$ cat src/rtl/uart_rxer.sv
// 8N1 UART receiver: two-flop synchroniser, start-bit centring, LSB-first byte
// assembly, one-cycle data/framing-error strobes.
module uart_rxer #(
  parameter int CLKS_PER_BIT = 5000
) (
  input  logic       clk,
  input  logic       res,
  input  logic       RX,
  output logic [7:0] data_out,
  output logic       en_data_out,
  output logic       frame_err,
  output logic       busy
);

  localparam int HALF_BIT = CLKS_PER_BIT / 2;
  localparam int CW       = $clog2(CLKS_PER_BIT);
  localparam logic [CW-1:0] CNT_LAST = CW'(CLKS_PER_BIT - 1);
  localparam logic [CW-1:0] CNT_HALF = CW'(HALF_BIT - 1);

  typedef enum logic [2:0] {WAIT_IDLE, IDLE, START, DATA, STOP} state_t;

  state_t        state;
  logic [CW-1:0] cnt;
  logic [2:0]    bit_idx;
  logic [7:0]    shift_reg;
  logic          rx_m, rx_s;
  // rx_s holds its reset value for two edges; WAIT_IDLE ignores it until a real
  // line sample has propagated, so a line held low through reset is not idle.
  logic [1:0]    sync_vld;

  always_ff @(posedge clk) begin
    if (!res) begin
      state       <= WAIT_IDLE;
      cnt         <= '0;
      bit_idx     <= '0;
      shift_reg   <= '0;
      rx_m        <= 1'b1;
      rx_s        <= 1'b1;
      sync_vld    <= '0;
      data_out    <= '0;
      en_data_out <= 1'b0;
      frame_err   <= 1'b0;
      busy        <= 1'b0;
    end else begin
      rx_m        <= RX;
      rx_s        <= rx_m;
      sync_vld    <= {sync_vld[0], 1'b1};
      en_data_out <= 1'b0;
      frame_err   <= 1'b0;
      case (state)
        WAIT_IDLE: if (rx_s && sync_vld[1]) state <= IDLE;
        IDLE: if (!rx_s) begin
          state <= START;
          cnt   <= '0;
          busy  <= 1'b1;
        end
        START: if (cnt == CNT_HALF) begin
          if (rx_s) begin
            state <= IDLE;
            busy  <= 1'b0;
          end else begin
            state   <= DATA;
            cnt     <= '0;
            bit_idx <= '0;
          end
        end else cnt <= cnt + 1'b1;
        DATA: if (cnt == CNT_LAST) begin
          cnt       <= '0;
          shift_reg <= {rx_s, shift_reg[7:1]};
          if (bit_idx == 3'd7) state <= STOP;
          else bit_idx <= bit_idx + 1'b1;
        end else cnt <= cnt + 1'b1;
        STOP: if (cnt == CNT_LAST) begin
          cnt  <= '0;
          busy <= 1'b0;
          if (rx_s) begin
            data_out    <= shift_reg;
            en_data_out <= 1'b1;
            state       <= IDLE;
          end else begin
            frame_err <= 1'b1;
            state     <= WAIT_IDLE;
          end
        end else cnt <= cnt + 1'b1;
        default: begin
          state <= WAIT_IDLE;
          busy  <= 1'b0;
        end
      endcase
    end
  end

endmodule
$ cat config.mk
export PLATFORM = sky130hd
export DESIGN_NAME = uart_rxer
export DESIGN_NICKNAME = d
export VERILOG_FILES = /design/src/rtl/uart_rxer.sv
export SDC_FILE = /design/constraint.sdc
export NUM_CORES = 1
export LEC_CHECK = 0
export ABC_AREA = 0
export CAP_MARGIN = 20
export CORE_ASPECT_RATIO = 0.7
export CORE_MARGIN = 2
export CORE_UTILIZATION = 35
export CTS_BUF_LIST = sky130_fd_sc_hd__clkbuf_8
export CTS_CLUSTER_DIAMETER = 30
export DETAILED_ROUTE_END_ITERATION = 10
export PLACE_DENSITY_LB_ADDON = 0.3
export SYNTH_ARGS = -nofsm -noshare
export SYNTH_HDL_FRONTEND = slang
export SYNTH_SLANG_ARGS = --single-unit
$ cat constraint.sdc
create_clock -name clk -period 4.85 [get_ports clk]
set_input_delay 0.7275 -clock clk [delete_from_list [all_inputs] [get_ports clk]]
set_output_delay 0.7275 -clock clk [all_outputs]
set_load 0.01 [all_outputs]
==> results.py <==
metrics = {
    "clock_network": {
        "cts.hold.buffers_added": 0,
        "cts_htree_levels": 2,
        "cts_buffers": 5,
        "cts_resized": 0,
        "cts.sinks": 42,
        "cts.clk_slew.worst_paths_ns": 0.08,
        "clock_latency_ns": 0.29,
        "cts_root_buf": "clkbuf_8",
        "cts_setup_buffers": 0,
        "clockBufferDepth": 2,
        "cts_tree": "yes",
    },
    "yosys": {
        "synth_nets": 231,
        "ys_types": 50,
        "ys_seq_area_frac": 0.4195,
        "yosysTopAreaCellShare": 0.4195,
        "yosys.area.top_type": "dfxtp_1",
        "synth_seq_cells": 42,
        "yosysWarnings": 0,
        "synth_flop_cell": "dfxtp_1",
        "syn_area_per_cell_um2": 8.909,
        "synthTopCellsByArea": "dfxtp_1, mux2i_1, nand2_1, nor2_1, o211ai_1",
        "syn_area_um2": 2004,
        "synth-edff-count": 0,
        "async_reset_ff_frac": 0,
        "syn_inst": 225,
    },
    "flow_run": {
        "drv_cap": 0,
    },
    "pwr": {
        "ir_worst_vdd_mv": 0.1219,
        "p_switching_uw": 138.4,
        "power-per-cell-area_nw_per_um2": 289.7,
        "sw_frac_of_total": 0.2082,
        "power.total_uw": 664.8,
        "seqPwrFrac": 0.536,
        "p_comb_frac": 0.046,
        "intPower_uw": 526.4,
        "power_frac_clock": 0.418,
        "p_leak_uw": 0.0008563,
    },
    "cells_and_area": {
        "antennaDiodeCount": 0,
        "layout_commonest_cell": "dfxtp_1",
        "nFillCells": 579,
        "regArea_um2": 840.8,
        "multi_input_area_um2": 1087,
        "largest_reg_flops": 13,
        "area_growth_syn_to_layout_pct": 14.48,
        "drive_gt1_frac": 0.06838,
        "utilization": 0.4089,
        "nets": 240,
        "final_cell_mix": "dfxtp_1, nor2_1, nand2_1, mux2i_1, clkdlybuf4s50_1",
    },
    "route": {
        "firstDrtPassIters": 4,
        "dr_total_vias": 1617,
        "drc": 0,
        "ant_nets": 0,
        "detail_route.wl_per_cell_um": 13.10,
        "drt_iter0_drc": 92,
        "via_per_inst": 5.233,
        "drt_wl_total_um": 4048,
    },
    "timing": {
        "slew_headroom": 0.5091,
        "fin_crit_ns": 2.276,
        "finalCritPeriodShare": 0.4694,
        "drv_slew": 0,
        "fin_skew_ns": 0.007841,
        "fin_setup_tns_ns": 0,
        "worst_slew_pin_slew_ns": 0.7355,
        "setup_viol": 0,
        "final-hold-violation-count": 0,
        "timing.fmax_mhz": 439.3,
        "rsz0062_at_grt": "false",
        "setup_slack_ns": 2.574,
    },
    "floorplanning": {
        "core_um2": 5612,
        "die-area_um2": 6358,
        "die_x_um": 94.45,
        "die_h_um": 67.32,
        "start_util": 0.3572,
        "io-pin-count": 14,
        "fp-row-count": 23,
    },
    "min_path": {
        "hold_start": "rx_m$_SDFF_PN1_",
        "min_path_type": "flip-flop to flip-flop",
    },
    "critical_path": {
        "crit_cells": 6,
        "timing.rr.end": "data_out[4]$_SDFFE_PN0P_",
        "cp_slowest_cell": "nand3_1",
        "crit_buf_inv": 0,
        "critical_path.max_stage_delay_ns": 0.51,
        "crit_type": "flip-flop to flip-flop",
        "critical_path_required_ns": 4.99,
        "cp_max_fo": 9,
        "startpoint": "cnt[0]$_SDFFE_PN0P_",
        "critPathCapture": "data_out[4]$_SDFFE_PN0P_",
        "worstPathArrival_ns": 2.42,
        "ff2ff_path_depth": 6,
        "r2r_setup_slack_ns": 2.57,
        "end_kind": "flip-flop",
        "reg2reg_from": "cnt[0]$_SDFFE_PN0P_",
        "path_cells": "ha_1 > nand4b_1 > nor4_4 > nand3_1 > mux2i_1 > nor2_1",
        "cp-start-kind": "flip-flop",
        "crit_family": "simple AND/OR/NAND/NOR gates",
    },
    "placement": {
        "routabilityCongestion": 0.7684,
        "post-dp-hpwl_um": 2796,
        "numPortBuffers": 13,
        "place_ws_ns": 2.519,
    },
    "global_route": {
        "antenna_found_initial": 0,
        "grt_pass1_wl_um": 6893,
        "overflow": 0,
        "grt_pass1_vias": 1368,
        "grt.total_usage": 0.1399,
        "grt_max_degree": 24,
    },
    "status": {
        "status": "finished clean",
    },
}
## synthesized netlist by cell type, types with 4 or more instances
library cell / instances
dfxtp_1: 42
nand2_1: 27
nor2_1: 27
mux2i_1: 17
clkbuf_1: 10
o21ai_0: 9
o211ai_1: 8
and2_1: 6
nand3_1: 6
nor3_1: 5
inv_1: 4
nand2b_1: 4
xnor2_1: 4
## per-layer routing
metal,vias up,wire (µm),track usage
met5,-,0,0
met4,0,21,0.04348
met3,3,149,0.03348
met2,36,1667,0.2009
met1,763,2209,0.2058
li1,815,-,-
## cells by family (layout without fill, tap and decap cells)
logic type / Yosys count / in the layout / share of synthesized area
compound gates: 43 / 43 / 0.1529
xor+xnor: 6 / 6 / 0.02622
fa+ha+maj: 3 / 3 / 0.01873
buf+inv: 17 / 26 / 0.03808
flops: 42 / 42 / 0.4195
mux: 17 / 17 / 0.08489
simple gates: 97 / 97 / 0.2597
## how the worst min path moves through the flow
stage,to,depth (start not counted),slack [ns]
CTS,rx_s$_SDFF_PN1_,1,0.42
floorplan,rx_s$_SDFF_PN1_,1,0.39
detailed placement,rx_s$_SDFF_PN1_,1,0.40
finish,rx_s$_SDFF_PN1_,1,0.41
global route,rx_s$_SDFF_PN1_,1,0.43
global placement,rx_s$_SDFF_PN1_,1,0.39
## power by group through the flow
| stage | combinational, µW | sequential [µW] | clock (µW) |
|---|---|---|---|
| floorplan | 27.7 | 358 | 0 |
| global placement | 30.9 | 364 | 0 |
| detailed placement | 30.8 | 365 | 0 |
| CTS | 31.0 | 356 | 288 |
| global route | 34.2 | 358 | 305 |
| finish | 30.6 | 357 | 278 |
## per-stage QoR
step | hold WS (ns) | std cells | instance area (µm²)
5_1_grt | 0.4308 | 309 | 2295
4_1_cts | 0.4169 | 309 | 2295
6_report | 0.4142 | 309 | 2295
3_5_place_dp | 0.3979 | 302 | 2182
2_1_floorplan | 0.3863 | 225 | 2004
3_3_place_gp | 0.3905 | 302 | 2182
## layout make-up
type / instances / share of cell area
clock buffers: 6 / 0.03599
clock inverters: 1 / 0.01309
inverters: 4 / 0.006543
multi-input cells: 166 / 0.4738
flip-flops and latches: 42 / 0.3664
well taps: 75 / 0.04089
repair buffers: 15 / 0.06325
Power figures use the tool's default switching activity.
